**src/rtl/sobel_pkg.sv**
```systemverilog
// sobel_pkg: pixel/window widths and window bit offsets shared with the accelerator unpack logic
package sobel_pkg;
  localparam int PIX_W = 8;
  localparam int WIN_W = 9 * PIX_W;
  localparam int P00 = 8 * PIX_W;
  localparam int P01 = 7 * PIX_W;
  localparam int P02 = 6 * PIX_W;
  localparam int P10 = 5 * PIX_W;
  localparam int P11 = 4 * PIX_W;
  localparam int P12 = 3 * PIX_W;
  localparam int P20 = 2 * PIX_W;
  localparam int P21 = PIX_W;
  localparam int P22 = 0;
endpackage

```
**src/rtl/sobel_linebuf.sv**
```systemverilog
// sobel_linebuf: one image row of pixels, read-before-write single-port RAM
module sobel_linebuf
  import sobel_pkg::*;
#(
  parameter int DEPTH = 64,
  parameter int W = PIX_W,
  localparam int AW = $clog2(DEPTH)
) (
  input  logic          clk,
  input  logic          i_we,
  input  logic [AW-1:0] i_addr,
  input  logic [W-1:0]  i_wdata,
  output logic [W-1:0]  o_rdata
);
  logic [W-1:0] r_mem [DEPTH];
  assign o_rdata = r_mem[i_addr];
  always_ff @(posedge clk)
    if (i_we) r_mem[i_addr] <= i_wdata;
endmodule

```
**src/rtl/sobel_window_gen.sv**
```systemverilog
// sobel_window_gen: streaming 3x3 valid-only window generator feeding the Sobel accelerator
module sobel_window_gen #(
  parameter int IMG_W = 64,
  parameter int IMG_H = 64,
  parameter int PIX_W = sobel_pkg::PIX_W
) (
  input  logic             clk,
  input  logic             rst,
  input  logic             i_sof,
  input  logic [PIX_W-1:0] i_pix_in,
  input  logic             i_pix_valid,
  output logic             o_pix_ready,
  output logic [9*PIX_W-1:0] o_win_out,
  output logic             o_win_valid,
  input  logic             i_win_ready,
  output logic             o_frame_done
);
  localparam int CW = $clog2(IMG_W);
  localparam int RW = $clog2(IMG_H);
  localparam logic [CW-1:0] C_LAST = CW'(IMG_W - 1);
  localparam logic [RW-1:0] R_LAST = RW'(IMG_H - 1);
  logic [CW-1:0] r_col, w_col;
  logic [RW-1:0] r_row, w_row;
  logic [PIX_W-1:0] w_a, w_b;
  logic [3*PIX_W-1:0] r_w0, r_w1, r_w2;
  logic r_vld, r_fd, w_acc, w_eol, w_eof, w_full;
  assign o_pix_ready = !r_vld || i_win_ready;
  assign w_acc = i_pix_valid && o_pix_ready;
  assign w_col = i_sof ? '0 : r_col;
  assign w_row = i_sof ? '0 : r_row;
  assign w_eol = w_col == C_LAST;
  assign w_eof = w_eol && w_row == R_LAST;
  assign w_full = w_row >= RW'(2) && w_col >= CW'(2);
  sobel_linebuf #(.DEPTH(IMG_W), .W(PIX_W)) u_lb_top (
    .clk(clk), .i_we(w_acc), .i_addr(w_col), .i_wdata(w_b), .o_rdata(w_a)
  );
  sobel_linebuf #(.DEPTH(IMG_W), .W(PIX_W)) u_lb_mid (
    .clk(clk), .i_we(w_acc), .i_addr(w_col), .i_wdata(i_pix_in), .o_rdata(w_b)
  );
  // the window registers double as the output register: they only shift when the output is free
  always_ff @(posedge clk) begin
    if (rst) begin
      r_col <= '0;
      r_row <= '0;
      r_w0 <= '0;
      r_w1 <= '0;
      r_w2 <= '0;
      r_vld <= 1'b0;
      r_fd <= 1'b0;
    end else begin
      r_fd <= w_acc && w_eof;
      if (w_acc) begin
        r_col <= w_eol ? '0 : w_col + 1'b1;
        r_row <= w_eof ? '0 : w_eol ? w_row + 1'b1 : w_row;
        r_w0 <= {r_w0[2*PIX_W-1:0], w_a};
        r_w1 <= {r_w1[2*PIX_W-1:0], w_b};
        r_w2 <= {r_w2[2*PIX_W-1:0], i_pix_in};
        r_vld <= w_full;
      end else if (i_win_ready) begin
        r_vld <= 1'b0;
      end
    end
  end
  assign o_win_out = {r_w0, r_w1, r_w2};
  assign o_win_valid = r_vld;
  assign o_frame_done = r_fd;
endmodule

```
**config.mk**
```make
export PLATFORM = sky130hd
export DESIGN_NAME = sobel_window_gen
export DESIGN_NICKNAME = d
export VERILOG_FILES = /design/src/rtl/sobel_pkg.sv /design/src/rtl/sobel_linebuf.sv /design/src/rtl/sobel_window_gen.sv
export SDC_FILE = /design/constraint.sdc
export NUM_CORES = 1
export LEC_CHECK = 0
export ABC_AREA = 1
export CAP_MARGIN = 10
export CORE_MARGIN = 1
export CORE_UTILIZATION = 56
export DETAILED_ROUTE_END_ITERATION = 12
export MAX_ROUTING_LAYER = met4
export PLACE_DENSITY = 0.82
export RECOVER_POWER = 50
export SLEW_MARGIN = 20
export SYNTH_ARGS = -nofsm -noshare
export SYNTH_HDL_FRONTEND = slang
export SYNTH_HIERARCHICAL = 1
export SYNTH_SLANG_ARGS = --single-unit
```
**constraint.sdc**
```tcl
create_clock -name clk -period 3.05 [get_ports clk]
set_clock_uncertainty 0.15 [all_clocks]
set_input_delay 0.305 -clock clk [delete_from_list [all_inputs] [get_ports clk]]
set_output_delay 0.305 -clock clk [all_outputs]
set_load 0.05 [all_outputs]
```
# After elaboration in Yosys (flattened, before gate mapping)
# Memory sizes are Yosys's and may differ from the RTL's. A register that Yosys moved wholly into a read port is not among the register bits.
# Index checks and enable logic that the tools add are counted.
# word_totals
reg_bits	86
mem_bits_rw	1024
input_bits	13
out_inout_bits	75
wordCells	31
memories	2
# memory_table
name	words	word_bits	rd	rd_ports_with_merged_regs	wr	line_no	rtl
u_lb_mid.r_mem	64	8	1	0	1	sobel_linebuf.sv:15	logic [W-1:0] r_mem [DEPTH];
u_lb_top.r_mem	64	8	1	1	1	sobel_linebuf.sv:15	
# op_classes
n_addsub	2
order_cmp	2
eq_ne	2
n_mux	9
reduce_logical	7
# op_table
operator	n
$mux W6	5
$add A6 B1 Y6 const B	2
$eq A6 B6 Y1 const B	2
$ge A6 B2 Y1 const B	2
$logic_and A1 B1 Y1	4
$mux W1	4
$reduce_bool A2 Y1	1
$logic_not A1 Y1	1
$logic_or A1 B1 Y1	1

# Logic depth before layout (Yosys ltp)
# depth
depth_word	5
ltp_mapped	17

# By module
# Netlist, hierarchy kept.
# by_module_without_submodules
module	instances	cells_each	area_per_inst_um2	seq_area_each_um2
sobel_linebuf	2	2159	21884.7	15374.7
sobel_window_gen	1	447	3393.3	1721.7

# Worst setup path before layout
# Ideal clock, no wire load.
# synth_path
kind	reg2reg
start	reg r_vld, in the netlist o_win_valid
end	mem u_lb_mid/r_mem[41][0] in the netlist's numbering, enable pin
arrival_ns	2.681
setup_slack_ns	-0.175
path_stages_with_launch	8
cell_sequence	dfxtp_1 nand2_1 nand2_1 inv_2 buf_2 clkbuf_1 inv_1 nor4_1
# synth_via
elab_chain_len	5
# synth_lines
element	line_no	rtl
start: declaration	sobel_window_gen.sv:26	logic r_vld, r_fd, w_acc, w_eol, w_eof, w_full;
start signal: assignment	sobel_window_gen.sv:58	r_vld <= w_full;
$logic_not A1 Y1	sobel_window_gen.sv:27	assign o_pix_ready = !r_vld || i_win_ready;
$logic_or A1 B1 Y1	sobel_window_gen.sv:27	
named net o_pix_ready	sobel_window_gen.sv:12	output logic o_pix_ready,
$logic_and A1 B1 Y1	sobel_window_gen.sv:28	assign w_acc = i_pix_valid && o_pix_ready;
named net w_acc	sobel_window_gen.sv:26	
$mux W1	sobel_linebuf.sv:18	if (i_we) r_mem[i_addr] <= i_wdata;
$mux W1 (implied by the code)	sobel_linebuf.sv:18	
end: declaration	sobel_linebuf.sv:15	
# The timed path passes the listed nets, and every way through them passes these cells.

# Worst setup path in the final report
# layout_path
start	reg r_col[2]
end	mem u_lb_mid/r_mem[5][3] in the netlist's numbering, enable pin
# layout_via
elab_chain_len	1
# layout_lines
element	line_no	rtl
start: declaration	sobel_window_gen.sv:22	logic [CW-1:0] r_col, w_col;
start signal: assignment	sobel_window_gen.sv:53	r_col <= w_eol ? '0 : w_col + 1'b1;
$mux W6	sobel_window_gen.sv:29	assign w_col = i_sof ? '0 : r_col;
named net w_col[2]	sobel_window_gen.sv:22	
# The timed path passes the listed nets, and every way through them passes these cells.

==> flow_summary_export.csv <==
group,metric,value,unit
floorplan,rows,106,
global_routing,grt_pass1_wl,186900,microns
final_layout,multi_input_area,0.01309,sq mm
worst_setup_path,end_kind,"flip-flop",
floorplan,fp.dieArea,0.08538,sq mm
power,vdd_ir_drop_max,0.4564,mV
timing,setup_viol,0,
final_layout,seq_area,0.03247,sq mm
final_layout,area_delta_synth_final,15.76,%
power,leakagePower,23.01,nW
cts,cts_tree,"yes",
synthesis,ys_ff_latch,1110,
cts,holdBufCountCts,0,
timing,min_period,3001,ps
synthesis,syn_inst,4765,
synthesis,syn-num-nets,4782,
route,routedWlPerCell,19.25,microns
synthesis,syn_avg_cell_area,9.898,sq um
job,maxCapViolCount,7,
final_layout,finalNetCount,5129,
route,wl,120900,microns
floorplan,ios,88,
route,viasPerCell,5.595,
route,drtIter0Drc,4170,
global_routing,antenna_found_initial,0,
status,violations,"max-capacitance violations, max-slew violations",
final_layout,layout-drive-gt1-share,0.09960,
worst_setup_path,arrival,3190,ps
timing,fmax,0.3332,GHz
global_routing,grt_pass1_vias,34310,
timing,max_slew_margin,-0.3460,
cts,path_clk_slew,60,ps
floorplan,die_w,292.2,microns
floorplan,dieHeight,292.2,microns
worst_setup_path,worstPathMaxFanout,10,
final_layout,diodes,0,
cts,ctsResizeCount,0,
timing,finalHoldViolations,0,
global_routing,grt.total_usage,0.2907,
worst_setup_path,r2r_setup_slack,50,ps
floorplan,start_util,0.5645,
cts,htreeDepth,3,
synthesis,syn_area,0.04716,sq mm
placed_design,hpwl,75710,microns
timing,finalSetupTns,0,ps
route,dr.pass1.iters,5,
worst_hold_path,hold_class,"in -> reg",
global_routing,grt_overflow,0,
cts,cts_buffer_depth,3,
final_layout,fill_cells,5809,
timing,hold_ws,173.2,ps
placed_design,portBuffers,87,
cts,numCtsBuffers,107,
cts,cts.sinks,1110,
cts,cts_setup_buffers,0,
timing,worst_pin_slew,2019,ps
route,vias,35140,
synthesis,synth-seq-area-share,0.6885,
power,powerDensity,592.0,mW/mm^2
route,drc,0,
route,postRouteAntennaNets,0,
timing,rsz0062_at_grt,"no",
global_routing,grt_max_degree,122,
cts,clk_latency,680,ps
worst_setup_path,critPathKind,"reg -> reg",
synthesis,yosysUniqueCellTypes,37,
status,outcome,"finished, violations left",
placed_design,globalplace.congestion,0.9991,
synthesis,yosysWarningCount,6,
worst_setup_path,cp_data_required_time,3240,ps
timing,period_share,0.9841,
cts,clock-root-buffer,"clkbuf_16",
worst_setup_path,start_kind,"flip-flop",
timing,slew_viol_final,288,
floorplan,core,0.08356,sq mm
## per-layer routing
metal  track usage  share of wire
met2        0.4788           0.49
met1        0.3535           0.37
met5             -              0
met3       0.04689          0.095
met4        0.1332          0.049
## path summary, 6_finish.rpt
check / start / endpoint / cells past startpoint
setup / recovery: r_col[2] / u_lb_mid/r_mem[5][3] / 9
hold / removal: i_pix_valid / o_win_valid / 3
setup reg to reg: r_col[2] / u_lb_mid/r_mem[5][3] / 9
hold reg to reg: r_w0[18] / r_w0[18] / 2
## worst max-delay path, stage by stage (launching register included)
cell	delay, ps
dfxtp_1	350
nand2_1	140
inv_4	170
clkinv_1	100
buf_4	190
nor2_1	380
nand3_1	310
clkbuf_1	410
nor2_1	180
clkbuf_2	280
## power by group
| group | leakage, nW | internal [mW] | switching, mW |
|---|---|---|---|
| sequential | 9.94 | 16.9 | 0.0636 |
| clock | 1.65 | 7.23 | 5.61 |
| combinational | 11.4 | 0.701 | 1.82 |
## synth_stat cells
cell,count,area [sq um]
a211oi_1,1,7.510
a21oi_1,12,60.06
a21oi_2,1,8.760
buf_1,8,30.03
buf_2,109,545.5
buf_4,15,112.6
buf_6,31,349.1
clkbuf_1,66,247.7
clkinv_1,2,7.510
dfxtp_1,86,1722
edfxtp_1,1024,30750
ha_1,4,50.05
inv_1,66,247.7
inv_2,11,41.29
inv_6,2,17.52
nand2_1,2796,10500
nand2_2,2,12.51
nand2_4,1,11.26
nand3_1,37,185.2
nand3_2,2,20.02
nand4_1,8,50.05
nand4_4,1,21.27
nor2_1,334,1254
nor2_2,4,25.02
nor2_8,2,40.04
nor3_1,2,10.01
nor3_2,16,160.2
nor3_4,1,16.27
nor4_1,4,25.02
o211ai_1,10,75.07
o21ai_0,78,390.4
o21ai_1,13,65.06
o21ai_2,2,17.52
or2_1,6,37.54
or2_2,6,37.54
xnor2_1,1,8.760
xor2_1,1,8.760
## flip-flops by register name, indices dropped and copies added, names as in the netlist
| signal | flops |
|---|---|
| r_row | 6 |
| r_w1 | 24 |
| r_w0 | 24 |
| u_lb_mid/r_mem | 512 |
| o_win_valid | 1 |
| r_w2 | 24 |
| r_col | 6 |
| u_lb_top/r_mem | 512 |
| o_frame_done | 1 |
## stage by stage
stage	setup slack (ps)	std cells	power, mW	instance area [sq um]	util
after floorplan	-175.3	4765	18.68	47160	-
final	48.60	6281	32.32	54600	0.6534
after detailed placement	-303.4	6083	19.78	51630	0.6179
after global routing	5.420	6281	33.18	54600	0.6534
after global placement	-281.5	6083	19.70	51630	0.6179
after CTS	149.9	6281	32.41	55020	0.6585
## cell families (layout without fill, tap and decap cells)
kind of cell | after synthesis | count (layout) | share of synthesized area
simple gates | 3222 | 3222 | 0.2629
buf+inv | 310 | 746 | 0.03390
flops | 1110 | 1110 | 0.6885
xor+xnor | 2 | 2 | 0.0003715
compound gates | 117 | 117 | 0.01324
fa+ha+maj | 4 | 4 | 0.001061
## cell type report
type,count,share of cell area
Clock buffer,133,0.05083
Clock inverter,65,0.01123
Inverter,81,0.006050
Multi-Input combinational cell,3345,0.2397
Sequential cell,1110,0.5947
Tap cell,1080,0.02475
Timing Repair Buffer,467,0.07274
## cells in the final DEF, fill, tap and decap left out, drive strengths merged
cell,Yosys,final
edfxtp,1024,1024
nand4,9,9
xnor2,1,1
inv,79,79
nor4,4,4
clkbuf,66,240
nor3,19,19
buf,163,281
o211ai,10,10
nor2,340,340
o21ai,93,93
nand3,39,39
nand2,2799,2799
or2,12,12
ha,4,4
dlygate4sd3,0,74
dfxtp,86,86
clkinvlp,0,2
a21oi,13,13
clkinv,2,56
a211oi,1,1
xor2,1,1
bufinv,0,9
clkdlybuf4s50,0,5
(Power assumes the default switching activity.)
